## src/rtl/srl_feed_pkg.sv

```systemverilog
// rtl/srl_feed_pkg.sv - shared types and defaults for the SRL feed serializer
package srl_feed_pkg;

    localparam int DEF_WIDTH     = 8;
    localparam int DEF_FLUSH_LEN = 8;

    typedef enum logic [1:0] {
        IDLE  = 2'd0,
        SHIFT = 2'd1,
        FLUSH = 2'd2
    } srl_feed_state_t;

    // Counter must reach WIDTH-1 during data and FLUSH_LEN-1 during flush.
    function automatic int cnt_width(input int w, input int f);
        int m;
        m = (w > f) ? w : f;
        return (m < 2) ? 1 : $clog2(m);
    endfunction

endpackage

```

## src/rtl/srl_feed_bitcnt.sv

```systemverilog
// rtl/srl_feed_bitcnt.sv - up-counter with clear, enable and terminal-count compare
module srl_feed_bitcnt #(
    parameter int W = 3
) (
    input  logic         clk,
    input  logic         rst_n,
    input  logic         clr,
    input  logic         inc,
    input  logic [W-1:0] tc_val,
    output logic [W-1:0] cnt,
    output logic         tc
);

    always_ff @(posedge clk or negedge rst_n) begin
        if (!rst_n) begin
            cnt <= '0;
        end else if (clr) begin
            cnt <= '0;
        end else if (inc) begin
            cnt <= cnt + 1'b1;
        end
    end

    assign tc = (cnt == tc_val);

endmodule

```

## src/rtl/srl_feed_serializer.sv

```systemverilog
// rtl/srl_feed_serializer.sv - LSB-first word serializer feeding an SRL chain; SRL_FEED_FLUSH_EN adds zero-bit flush after s_last
module srl_feed_serializer
    import srl_feed_pkg::*;
#(
    parameter int WIDTH     = DEF_WIDTH,
    parameter int FLUSH_LEN = DEF_FLUSH_LEN
) (
    input  logic             clk,
    input  logic             rst_n,
    input  logic             s_valid,
    output logic             s_ready,
    input  logic [WIDTH-1:0] s_data,
    input  logic             s_last,
    input  logic             hold,
    output logic             q,
    output logic             e,
    output logic             busy
);

    localparam int               CNT_W    = cnt_width(WIDTH, FLUSH_LEN);
    localparam logic [CNT_W-1:0] LAST_BIT = CNT_W'(WIDTH - 1);

    srl_feed_state_t  state;
    srl_feed_state_t  state_nxt;
    logic [WIDTH-1:0] shreg;
    logic [CNT_W-1:0] bitcnt;
    logic [CNT_W-1:0] tc_val;
    logic             tc;
    logic             accept;
    logic             flush_req;

    assign e       = (state != IDLE) && !hold;
    assign q       = (state == SHIFT) ? shreg[0] : 1'b0;
    assign busy    = (state != IDLE);
    assign s_ready = (state == IDLE) || ((state == SHIFT) && tc && !hold);
    assign accept  = s_valid && s_ready;

`ifdef SRL_FEED_FLUSH_EN
    localparam logic [CNT_W-1:0] LAST_FLUSH = CNT_W'(FLUSH_LEN - 1);
    logic last_q;

    always_ff @(posedge clk or negedge rst_n) begin
        if (!rst_n) begin
            last_q <= 1'b0;
        end else if (accept) begin
            last_q <= s_last;
        end
    end

    assign flush_req = last_q;
    assign tc_val    = (state == FLUSH) ? LAST_FLUSH : LAST_BIT;
`else
    logic unused_s_last;
    assign unused_s_last = s_last;
    assign flush_req     = 1'b0;
    assign tc_val        = LAST_BIT;
`endif

    // One counter serves both phases; it restarts on every accept and phase end.
    srl_feed_bitcnt #(
        .W(CNT_W)
    ) u_bitcnt (
        .clk    (clk),
        .rst_n  (rst_n),
        .clr    (accept || (e && tc)),
        .inc    (e),
        .tc_val (tc_val),
        .cnt    (bitcnt),
        .tc     (tc)
    );

    always_ff @(posedge clk or negedge rst_n) begin
        if (!rst_n) begin
            state <= IDLE;
        end else begin
            state <= state_nxt;
        end
    end

    always_comb begin
        state_nxt = state;
        case (state)
            IDLE: begin
                if (accept) state_nxt = SHIFT;
            end
            SHIFT: begin
                if (e && tc) begin
                    if (accept) state_nxt = SHIFT;
                    else        state_nxt = flush_req ? FLUSH : IDLE;
                end
            end
`ifdef SRL_FEED_FLUSH_EN
            FLUSH: begin
                if (e && tc) state_nxt = IDLE;
            end
`endif
            default: state_nxt = IDLE;
        endcase
    end

    always_ff @(posedge clk or negedge rst_n) begin
        if (!rst_n) begin
            shreg <= '0;
        end else if (accept) begin
            shreg <= s_data;
        end else if ((state == SHIFT) && e) begin
            shreg <= {1'b0, shreg[WIDTH-1:1]};
        end
    end

endmodule
```

## config.mk

```make
export PLATFORM = sky130hd
export DESIGN_NAME = srl_feed_serializer
export DESIGN_NICKNAME = d
export VERILOG_FILES = /design/src/rtl/srl_feed_pkg.sv /design/src/rtl/srl_feed_bitcnt.sv /design/src/rtl/srl_feed_serializer.sv
export SDC_FILE = /design/constraint.sdc
export NUM_CORES = 1
export LEC_CHECK = 0
export ABC_AREA = 0
export BUFFER_PORTS_ARGS = -buffer_cell sky130_fd_sc_hd__buf_2
export CAP_MARGIN = 0
export CORE_MARGIN = 5
export CORE_UTILIZATION = 50
export DETAILED_ROUTE_END_ITERATION = 6
export PLACE_DENSITY = 0.77
export REMOVE_ABC_BUFFERS = 1
export SLEW_MARGIN = 40
export SYNTH_ARGS = -nofsm -noshare
export SYNTH_HDL_FRONTEND = slang
export SYNTH_SLANG_ARGS = --single-unit
```

## constraint.sdc

```tcl
create_clock -name clk -period 1.8 [get_ports clk]
set_clock_uncertainty 0.1 [all_clocks]
set_input_delay 0.09 -clock clk [delete_from_list [all_inputs] [get_ports clk]]
set_output_delay 0.09 -clock clk [all_outputs]
set_load 0.02 [all_outputs]
```

# Word level (Yosys, flattened, before mapping)

Cells that the tools add are included.

$add $sub $neg: 1
Equality and inequality tests: 4
Mux-type cells: 9
Reduce and logical (&&, ||, !) cells: 14

Operators with widths:

| kind                | count |
|---|---|
| $mux 8              | 2 |
| $logic_and 1x1->1   | 6 |
| $mux 3              | 2 |
| $reduce_bool 2->1   | 3 |
| $mux 2              | 2 |
| $ne 2x2->1 const B  | 2 |
| $pmux 2 s2          | 1 |
| $add 3x1->3 const B | 1 |
| $eq 3x3->1 const B  | 1 |
| $eq 2x1->1 const B  | 1 |
| $logic_not 2->1     | 1 |
| $logic_or 1x1->1    | 2 |
| $mux 1              | 2 |
| $reduce_and 2->1    | 1 |
| $logic_not 1->1     | 1 |

Register bits after elaboration: 13
Bits of input ports: 13

# Depth between registers and ports, before layout

Word-level depth: 8
Depth in mapped cells: 5
Gate-level depth less buffers: 5

# Cells and area by module

From an unflattened synthesis, not the netlist that was laid out.

Cell total of the unflattened synthesis: 75
Area total of the unflattened synthesis: 714.4 µm²

By module, submodules not included:

| module              | instances | cells an instance | area each (µm²) |
|---|---|---|---|
| srl_feed_serializer | 1         | 60                | 538.0 |
| srl_feed_bitcnt     | 1         | 15                | 176.4 |

# Worst setup path after synthesis

No wires, ideal clock.

Path type: flip-flop to flip-flop
From: reg u_bitcnt.cnt[0]
To: reg state[0]
Library setup time: 0.149 ns
Arrival: 1.412 ns
Required time: 1.551 ns
Setup slack: 0.140 ns
Cell stages (with the launch flop): 6
Clock period less this slack: 1.660 ns
Path through: dfrtp_1 > ha_1 > ha_1 > inv_1 > o21ai_0 > nand2b_1

Word-level cells in the longest chain between the ends: 8
Elaborated cells on any way between the ends: 12
Those cells by class: eq/ne (3); mux (3); reduce/logical (6)

RTL lines:

| what                               | RTL line                  | text |
|---|---|---|
| start: declaration                 | srl_feed_bitcnt.sv:10     | `output logic [W-1:0] cnt,` |
| start signal: assignment           | srl_feed_bitcnt.sv:20     | `cnt <= cnt + 1'b1;` |
| $eq 3x3->1 (*)                     | srl_feed_bitcnt.sv:24     | `assign tc = (cnt == tc_val);` |
| $logic_and 1x1->1 (*) (2 in a row) | srl_feed_serializer.sv:35 | `assign s_ready = (state == IDLE) \|\| ((state == SHIFT) && tc && !hold);` |
| $logic_or 1x1->1 (*)               | srl_feed_serializer.sv:35 |  |
| named net s_ready                  | srl_feed_serializer.sv:11 | `output logic s_ready,` |
| $logic_and 1x1->1 (*)              | srl_feed_serializer.sv:36 | `assign accept = s_valid && s_ready;` |
| $mux 1                             | srl_feed_serializer.sv:88 | `if (accept) state_nxt = SHIFT;` |
| $mux 2                             | srl_feed_serializer.sv:87 | `if (e && tc) begin` |
| $pmux 2 s2                         | srl_feed_serializer.sv:82 | `case (state)` |
| end signal: assignment             | srl_feed_serializer.sv:76 | `state <= state_nxt;` |
| end: declaration                   | srl_feed_serializer.sv:23 | `srl_feed_state_t state;` |

The timed path passes the listed nets; every way through them passes the cells marked *. The select of a mux whose other input is x is not followed.
A chain may end at the register's enable or synchronous reset.

# Final worst setup path

From: reg u_bitcnt.cnt[0]
To: out s_ready

Word-level cells in the longest chain between the ends: 4

RTL lines:

| what                           | RTL line |
|---|---|
| $eq 3x3->1                     | srl_feed_bitcnt.sv:24 |
| $logic_and 1x1->1 (2 in a row) | srl_feed_serializer.sv:35 |
| $logic_or 1x1->1               | srl_feed_serializer.sv:35 |
| end: declaration               | srl_feed_serializer.sv:11 |

Every way passes these cells.

==> summary.txt <==
Logic synthesis
  • Seq/Total Area, Yosys: 38.7%
  • Top cell type's share of synthesized area: 38.7%
  • Yosys warnings: 0
  • Cell variety after synth: 24
  • Yosys top cell by area: dfrtp_1
  • Synth Instances: 72
  • FF+latch count, synth: 12
  • Top cells by area, synth: dfrtp_1, mux2i_1, mux2_4, o22ai_1, or2b_1
  • Mapped cell area: 776 µm²
  • Mean Syn Cell Area: 10.8 µm²

Routing
  • Met1 Wirelength: 721 µm
  • Remaining antenna violation count: 0
  • Met2 wire length: 671 µm
  • Drt via density: 5.87
  • First DRT Iteration DRCs: 5
  • Top routing layer used: met4
  • # DRC: 0
  • Routed wire length: 1480 µm
  • Avg WL per Cell: 14.1 µm
  • DR vias: 616
  • WL met3: 77 µm
  • 1st-pass router iterations: 4

Global route
  • GRT Residual Overflow: 0
  • First-pass GRT wire length: 2680 µm
  • Largest net degree at the start of global routing: 18
  • Overall Global Routing Usage: 13.6%
  • Vias in the first global route: 617
  • Antenna violations before repair: 0

Cells and area
  • Layout cell share with drive strength beyond 1: 32.6%
  • Multi-input logic area: 447 µm²
  • Final nets: 106
  • Synth-to-Final Area Change: 14.8%
  • Diode count: 0
  • Fin area: 891 µm²
  • Filler Cell Count: 123
  • Seq. cell area: 302 µm²

STA
  • Final setup vio count: 0
  • Crit share post-route: 91.9%
  • Hold Fails Final Rpt: 0
  • Final min period: 1.65 ns
  • Fin Setup TNS: 0 ns
  • Highest Clock Rate: 604 MHz
  • Least-Margin Pin Slew: 0.329 ns
  • Pins Over Slew Limit: 0
  • RSZ-0062 raised after global routing: no
  • Max-Slew Margin vs Limit: 78.0%

Place
  • GPL Wtd Cong: 0.696
  • Area after DPL: 855 µm²
  • Port Buffers: 15
  • HPWL after detailed placement: 1060 µm

Hold path
  • HP Class: in2reg
  • Min-Delay Path Depth: 3
  • Hold path endpoint: shreg[7]$_DFFE_PN0P_
  • Hold path startpoint: s_data[7]

Clock tree
  • Clk Latency, worst-skew pair: 0.27 ns
  • H-Tree Depth: 1
  • CTS tree: yes
  • Clock Tree Buf Depth: 2
  • CTS sink count: 12
  • TritonCTS Buffers: 3
  • CTS clock-pin slew for the worst setup and hold paths: 0.08 ns
  • Post-CTS Setup Bufs: 0
  • Root Driver: clkbuf_4

Setup path
  • R2r setup slk: 0.30 ns
  • Critical path type: reg2out
  • Critical path required time: 1.61 ns
  • Worst r2r src: u_bitcnt.cnt[0]$_DFFE_PN0P_
  • Crit path DAT: 1.46 ns
  • R2R depth: 5
  • Worst setup SP type: register
  • Setup crit end kind: primary output
  • Critical-path maximum fanout: 3
  • Worst R2R End: shreg[4]$_DFFE_PN0P_
  • Worst setup startpoint: u_bitcnt.cnt[0]$_DFFE_PN0P_

Floorplan
  • Die H: 49.4 µm
  • Row cnt: 14
  • Die W: 49.4 µm
  • Die area: 2440 µm²
  • Num ports: 17
  • Core footprint: 1490 µm²
  • Starting Density: 52.1%

Pwr
  • VDD IR max: 557 µV
  • Leak: 0.460 nW
  • Power density over cell area: 1090 nW/µm²
  • Pwr Total: 968 µW

Status
  • Status: complete, no violations

Job
  • Max cap viols: 0
## metal layers
| layer | up-vias | track usage, % |
|---|---|---|
| met4 | 0 | 5.24 |
| met3 | 2 | 2.14 |
| met5 | - | 0 |
| met2 | 16 | 21.0 |
| li1 | 306 | - |
| met1 | 292 | 18.9 |
## placed cells by master, fill, tap and decap left out, drive strengths merged, types with 3 or more instances in the layout
| cell | count |
|---|---|
| dfrtp | 12 |
| or2b | 5 |
| nand2b | 3 |
| a22o | 3 |
| a21oi | 7 |
| mux2i | 8 |
| o22ai | 7 |
| mux2 | 8 |
| nand2 | 3 |
| clkbuf | 3 |
| buf | 16 |
## what timing repair did
action / 4_1_cts / 5_1_grt
hold endpoints to repair: 12 / 0
setup endpoints to repair: 0 / 2
gates resized for setup: 0 / 3
hold buffers: 1 / 0
## worst max-delay path: stages, from the launching register on
cell and delay [ns]:
dfrtp_1 0.38, ha_1 0.18, ha_2 0.22, inv_1 0.07, o21ai_1 0.15, buf_2 0.19
## logic make-up (layout without fill, tap and decap cells)
kind of cell | after synthesis | in the layout | share of synthesized area [%]
and+or+nand+nor | 16 | 16 | 12.9
AOI/OAI and AO/OA | 21 | 21 | 17.3
adders and majority gates | 2 | 2 | 3.23
buffers and inverters | 5 | 22 | 4.03
DFF | 12 | 12 | 38.7
muxes | 16 | 16 | 23.9
## how the worst max path moves through the flow
stage | endpoint | slack, ns | cells after the start
after floorplan | state[0]$_DFFE_PN0P_ | 0.14 | 5
after global placement | shreg[4]$_DFFE_PN0P_ | 0.30 | 5
after detailed placement | shreg[0]$_DFFE_PN0P_ | 0.28 | 5
after CTS | s_ready | 0.04 | 5
after global routing | s_ready | 0.004 | 5
final | s_ready | 0.15 | 5
## stage by stage
step / cells / worst slack, ns / hold slack [ns] / util, %
floorplan: 69 / 0.140 / -0.306 / -
global placement: 101 / 0.301 / -0.119 / 57.4
detailed placement: 101 / 0.277 / -0.121 / 57.4
CTS: 105 / 0.0354 / 0.0269 / 59.6
global route: 105 / 0.00400 / 0.0525 / 59.8
finish: 105 / 0.145 / 0.0379 / 59.8
## power breakdown
group          switching, mW  total (mW)  internal (mW)
Sequential            0.0653       0.422          0.357
Clock                 0.0842       0.162         0.0774
Combinational          0.169       0.384          0.216
## cell usage after synthesis, drive strengths merged
cell type	count
buf	3
o22ai	7
and2	1
nor2	2
or2b	5
a32o	1
nand2b	3
inv	2
o21ai	2
nor2b	1
a22o	3
o221ai	1
ha	2
mux2i	8
nand2	3
nand3	1
dfrtp	12
mux2	8
a21oi	7
## registers in the layout (all words and copies together), names as in the netlist
name	flops
shreg	8
u_bitcnt.cnt	3
state	1
## cell type report
cell class                 count  share of cell area [%]
clock buffer                   3                    2.53
inverter                       2                   0.843
multi-input combinational     55                    50.1
sequential                    12                    33.8
tap                           16                    2.25
timing repair buffer          17                    10.4
(Power assumes the default switching activity.)
